`config.mk`:
```
export PLATFORM = sky130hd
export DESIGN_NAME = irq_pl_multi
export DESIGN_NICKNAME = d
export VERILOG_FILES = /design/src/rtl/irq_pl_pkg.sv /design/src/rtl/irq_pl_chan.sv /design/src/rtl/irq_pl_multi.sv
export SDC_FILE = /design/constraint.sdc
export NUM_CORES = 1
export LEC_CHECK = 0
export ABC_AREA = 1
export BUFFER_PORTS_ARGS = -buffer_cell sky130_fd_sc_hd__buf_2
export CORE_MARGIN = 1
export CORE_UTILIZATION = 59
export DETAILED_ROUTE_END_ITERATION = 10
export GPL_TIMING_DRIVEN = 1
export HOLD_SLACK_MARGIN = 0.12
export PLACE_DENSITY = 0.8
export RECOVER_POWER = 100
export SYNTH_ARGS = -nofsm -noshare
export SYNTH_HDL_FRONTEND = slang
export SYNTH_SLANG_ARGS = --single-unit
```
`constraint.sdc`:
```
create_clock -name clk -period 2.02 [get_ports clk]
set_clock_uncertainty 0.15 [all_clocks]
set_input_delay 0.303 -clock clk [delete_from_list [all_inputs] [get_ports clk]]
set_output_delay 0.303 -clock clk [all_outputs]
set_load 0.05 [all_outputs]
```
`src/rtl/irq_pl_pkg.sv`:
```
// rtl/irq_pl_pkg.sv - shared types, constants and sizing helper for the PL interrupt conditioner
package irq_pl_pkg;

    typedef enum logic [1:0] {
        IDLE   = 2'd0,
        ACTIVE = 2'd1,
        GAP    = 2'd2
    } irq_state_t;

    localparam logic MODE_EDGE  = 1'b0;
    localparam logic MODE_LEVEL = 1'b1;

    // Counter width large enough to hold max(pulse, gap) - 1, never narrower than 1 bit
    function automatic int cnt_width(input int pulse_cycles, input int gap_cycles);
        int m;
        m = (pulse_cycles > gap_cycles) ? pulse_cycles : gap_cycles;
        return (m <= 1) ? 1 : $clog2(m);
    endfunction

endpackage

```
`src/rtl/irq_pl_chan.sv`:
```
// rtl/irq_pl_chan.sv - single interrupt channel: pulse/gap FSM with pending and coalesced tracking
module irq_pl_chan
    import irq_pl_pkg::*;
#(
    parameter int PULSE_CYCLES = 64,
    parameter int GAP_CYCLES   = 8
) (
    input  logic clk,
    input  logic rst,
    input  logic irq_in,
    input  logic irq_mask,
    input  logic irq_mode,
    input  logic pend_clr,
    output logic irq_out,
    output logic irq_out_nxt,
    output logic irq_pending,
    output logic irq_coalesced
);

    localparam int CW = cnt_width(PULSE_CYCLES, GAP_CYCLES);
    localparam logic [CW-1:0] PULSE_LOAD = CW'(PULSE_CYCLES - 1);
    localparam logic [CW-1:0] GAP_LOAD   = CW'(GAP_CYCLES - 1);

    irq_state_t    state;
    irq_state_t    state_nxt;
    logic [CW-1:0] cnt;
    logic [CW-1:0] cnt_nxt;
    logic          irq_d;
    logic          ev;
    logic          pend_req;
    logic          pend_nxt;
    logic          coal_nxt;

    // Request qualification: masked requests never count; edge mode needs a 0->1 transition
    always_comb begin
        ev = ~irq_mask & ((irq_mode == MODE_LEVEL) ? irq_in : (irq_in & ~irq_d));
    end

    // Next-state logic; pending includes a same-cycle request so a re-fire at gap end is not missed
    always_comb begin
        state_nxt   = state;
        cnt_nxt     = cnt;
        irq_out_nxt = irq_out;
        pend_req    = (irq_pending & ~pend_clr) | (ev & (state != IDLE));
        pend_nxt    = pend_req;
        coal_nxt    = (irq_coalesced | (ev & irq_pending)) & ~pend_clr;
        case (state)
            IDLE: begin
                if (ev) begin
                    state_nxt   = ACTIVE;
                    cnt_nxt     = PULSE_LOAD;
                    irq_out_nxt = 1'b1;
                end
            end
            ACTIVE: begin
                if (cnt == '0) begin
                    state_nxt   = GAP;
                    cnt_nxt     = GAP_LOAD;
                    irq_out_nxt = 1'b0;
                end else begin
                    cnt_nxt = cnt - 1'b1;
                end
            end
            GAP: begin
                if (cnt == '0) begin
                    if (pend_req) begin
                        // Re-fire ignores the current mask: the request was accepted earlier
                        state_nxt   = ACTIVE;
                        cnt_nxt     = PULSE_LOAD;
                        irq_out_nxt = 1'b1;
                        pend_nxt    = 1'b0;
                    end else begin
                        state_nxt = IDLE;
                    end
                end else begin
                    cnt_nxt = cnt - 1'b1;
                end
            end
            default: begin
                state_nxt   = IDLE;
                cnt_nxt     = '0;
                irq_out_nxt = 1'b0;
            end
        endcase
    end

    // State registers; edge history tracks irq_in every cycle regardless of mask or state
    always_ff @(posedge clk) begin
        if (rst) begin
            state         <= IDLE;
            cnt           <= '0;
            irq_out       <= 1'b0;
            irq_pending   <= 1'b0;
            irq_coalesced <= 1'b0;
            irq_d         <= 1'b0;
        end else begin
            state         <= state_nxt;
            cnt           <= cnt_nxt;
            irq_out       <= irq_out_nxt;
            irq_pending   <= pend_nxt;
            irq_coalesced <= coal_nxt;
            irq_d         <= irq_in;
        end
    end

endmodule

```
`src/rtl/irq_pl_multi.sv`:
```
// rtl/irq_pl_multi.sv - multi-channel PL interrupt conditioner with aggregate irq line
module irq_pl_multi
    import irq_pl_pkg::*;
#(
    parameter int NUM_CH       = 4,
    parameter int PULSE_CYCLES = 64,
    parameter int GAP_CYCLES   = 8
) (
    input  logic              clk,
    input  logic              rst,
    input  logic [NUM_CH-1:0] irq_in,
    input  logic [NUM_CH-1:0] irq_mask,
    input  logic [NUM_CH-1:0] irq_mode,
    input  logic [NUM_CH-1:0] pend_clr,
    output logic [NUM_CH-1:0] irq_out,
    output logic              irq_any,
    output logic [NUM_CH-1:0] irq_pending,
    output logic [NUM_CH-1:0] irq_coalesced
);

    if (NUM_CH < 1 || NUM_CH > 32) begin : g_bad_num_ch
        $error("irq_pl_multi: NUM_CH must be in 1..32");
    end
    if (PULSE_CYCLES < 1) begin : g_bad_pulse
        $error("irq_pl_multi: PULSE_CYCLES must be >= 1");
    end
    if (GAP_CYCLES < 1) begin : g_bad_gap
        $error("irq_pl_multi: GAP_CYCLES must be >= 1");
    end

    logic [NUM_CH-1:0] out_nxt;

    for (genvar i = 0; i < NUM_CH; i++) begin : g_ch
        irq_pl_chan #(
            .PULSE_CYCLES(PULSE_CYCLES),
            .GAP_CYCLES  (GAP_CYCLES)
        ) u_chan (
            .clk          (clk),
            .rst          (rst),
            .irq_in       (irq_in[i]),
            .irq_mask     (irq_mask[i]),
            .irq_mode     (irq_mode[i]),
            .pend_clr     (pend_clr[i]),
            .irq_out      (irq_out[i]),
            .irq_out_nxt  (out_nxt[i]),
            .irq_pending  (irq_pending[i]),
            .irq_coalesced(irq_coalesced[i])
        );
    end

    // Aggregate line is built from next-state outputs so it lands on the same edge as irq_out
    always_ff @(posedge clk) begin
        if (rst) begin
            irq_any <= 1'b0;
        end else begin
            irq_any <= |out_nxt;
        end
    end

endmodule

```
==> summary.txt <==
Status
  – Status: finished, final reports clean

Yosys
  – Synthesis Warnings: 0
  – Largest area contributor in the netlist: dfxtp_1
  – Library cells used by synthesis: 29
  – Netlist Area Pre-Place: 3030 um^2
  – Register area share after synthesis: 32.4%
  – Ys async rst share: 0%
  – Synth Flop Type: dfxtp_1
  – Synth Register Bits: 49
  – Gate Count Post-Synth: 451
  – Synth top area share: 32.4%
  – Post-synth EDFFs: 0
  – Avg Cell Area, Syn: 6.71 um^2
  – Dominant cells by area after synthesis: dfxtp_1 32%, nand2_1 15%, inv_1 5.8%
  – Synthesized Nets: 476

Layout
  – Most frequent cells in the layout: 123 x nand2_1, 51 x inv_1, 49 x dfxtp_1, 45 x nor2_1, 28 x nand3_1
  – Area Overhead vs Synth: 9.71%
  – Number of fill cells in the layout: 443
  – Ratio of cells with drive above 1 in the final layout: 17.6%
  – Inserted Diodes: 0
  – Fin nets: 507
  – Layout Cells excl Fill: 550
  – Most common cell after layout, fill and taps aside: nand2_1

Detailed routing
  – DRT antenna net count: 0
  – Residual DRC: 0
  – Post-Route WL: 6460 um
  – Vias post-DR: 2,860
  – WL per Instance: 11.7 um
  – DR iter-0 viols: 236
  – Vias/cell: 5.20
  – TritonRoute pass-1 iters: 4

Critical path
  – CP Cell Sequence: inv_1, ha_1, inv_1, nor2_1, nand3_4, nand2_1, nand2_1, nand2_1, nand2_1, nor2_1, nor2_1
  – Crit-path max FO: 7
  – Worst setup SP type: register
  – Worst path most repeated cell: nand2_1
  – Crit end category: register
  – Cell at the slowest stage of the critical path: dfxtp_1
  – CP Data Arrival Time: 1900 ps
  – WP buf/inv: 2
  – Cell family with most CP delay: simple AND/OR/NAND/NOR gates
  – Required @ worst endpoint: 2070 ps
  – CP max stage delay: 320 ps
  – Setup CP Type: register to register

Die
  – Die Span Y: 73.6 um
  – Rows: 25
  – Initial Utilization: 62.9%
  – Core area: 4820 um^2
  – Die Area: 5420 um^2
  – # IOs: 31
  – Die width: 73.6 um

Power
  – Leak: 1.54 nW
  – Psw: 2.57 mW
  – Tot Pwr: 5.24 mW
  – Maximum vdd drop: 0.000823 V
  – Power share of the combinational group: 55.9%
  – Pint: 2.67 mW
  – Sw Ratio: 49.0%
  – Sequential share of power: 29.6%
  – Clock share of power: 14.5%
  – Pwr Density: 1580 nW/um^2

Clock tree
  – TritonCTS Buffers: 5
  – CTS tree: yes
  – CTS Hold Bufs: 8
  – Clk buf depth: 2
  – Setup bufs post-CTS: 0
  – CTS H-tree lvls: 2
  – Root Buffer: clkbuf_8
  – Post-CTS sizing: 0
  – Clock Sinks: 49
  – Clock Pin Slew Worst Setup and Hold Paths: 100 ps
  – Clk_lat worst skew: 310 ps

Place
  – Port buffer count: 30
  – HPWL Detailed: 4620 um
  – Placer Congestion: 0.837
  – # placed instances: 534

STA
  – RSZ-0062 raised after global routing: no
  – Worst Tran Pin Value: 602 ps
  – Final Hold Vio Count: 0
  – Final Setup Violations: 0
  – Slew margin rel.: 60.0%
  – Final period utilization: 92.0%
  – Fin crit period: 1860 ps
  – Final TNS setup: 0 ps
  – Slew Limit Fails: 0
  – Max Fclk: 538 MHz

GRT
  – Largest net degree at the start of global routing: 24
  – First-pass GRT wire length: 10,900 um
  – Total GRT Usage: 25.6%
  – Number of global-route vias before repair: 2,526
  – Initial antenna violation count: 0
  – GRT Residual Overflow: 0

Job
  – Max-cap violations: 0

Hold path
  – HP Class: input port to register
logic make-up after synthesis:
group | count (synthesis) | synth area share [%]
AOI/OAI and AO/OA | 57 | 11.7
xor gates and xnor gates | 2 | 0.579
adders and majority gates | 7 | 2.89
buffers and inverters | 86 | 12.2
DFF | 49 | 32.4
and+or+nand+nor | 250 | 40.2
worst register-to-register path: cells and delay by family (launching register included):
family	cells	cell delay, ps
buf+inv	2	200
flops	1	320
simple gates	8	900
fa+ha+maj	1	180
per-layer routing:
layer	up-vias	share of wire [%]	GRT usage, %
met5	-	0	0
met4	0	1.4	8.97
met3	11	4.8	4.80
met2	87	48	43.3
met1	1281	45	32.6
li1	1481	-	-
synthesized netlist by cell type, types with 12 or more instances:
cell type	count
inv_2	22
nand3_1	28
buf_4	12
inv_1	47
a21oi_2	13
nand2_1	123
nor2_1	44
dfxtp_1	49
a21oi_1	20
o21ai_0	12
nand4_1	17
area by class of cell:
cell class              instances  area [um^2]  share of cell area [%]
clock buffers                   6         82.6                    2.49
clock inverters                 2         37.5                    1.13
inverters                      69          259                    7.80
multi-input cells             316         1650                    49.5
flip-flops and latches         49          981                    29.5
well taps                      67         83.8                    2.52
repair buffers                 41          233                    7.01
flip-flops by register name, indices dropped and copies added (netlist names):
name	flops
g_ch.u_chan.irq_out	4
g_ch.u_chan.cnt	24
g_ch.u_chan.state	8
g_ch.u_chan.irq_pending	4
g_ch.u_chan.irq_d	4
irq_any	1
g_ch.u_chan.irq_coalesced	4
power by group through the flow:
| stage | clock network [mW] | registers (mW) | logic [mW] |
|---|---|---|---|
| after detailed placement | 0 | 1.56 | 2.94 |
| final | 0.757 | 1.55 | 2.93 |
| after CTS | 0.767 | 1.55 | 2.98 |
| after global placement | 0 | 1.56 | 2.86 |
| after global routing | 0.805 | 1.60 | 3.27 |
| after floorplan | 0 | 1.53 | 2.46 |
path summary, 6_finish.rpt:
check | from | endpoint | slack [ps] | cells past startpoint
setup / recovery | g_ch[2].u_chan.cnt[0]$_SDFFE_PP0P_ | irq_any$_SDFF_PP0_ | 160 | 11
hold / removal | rst | g_ch[3].u_chan.irq_d$_SDFF_PP0_ | 270 | 2
setup reg to reg | g_ch[2].u_chan.cnt[0]$_SDFFE_PP0P_ | irq_any$_SDFF_PP0_ | 160 | 11
hold reg to reg | g_ch[0].u_chan.cnt[5]$_SDFFE_PP0P_ | g_ch[0].u_chan.cnt[5]$_SDFFE_PP0P_ | 330 | 2
metrics by stage:
| stage | worst slack, ps | util (%) | hold slack, ps | instance area (um^2) |
|---|---|---|---|---|
| finish | 162 | 69.0 | 269 | 3320 |
| global route | 19.5 | 69.0 | 275 | 3320 |
| CTS | 167 | 70.1 | 274 | 3370 |
| detailed placement | 181 | 65.9 | 308 | 3170 |
| global placement | 247 | 65.9 | 297 | 3170 |
| floorplan | 350 | - | 278 | 3030 |
Note: power is estimated with default switching activity, not from simulation.
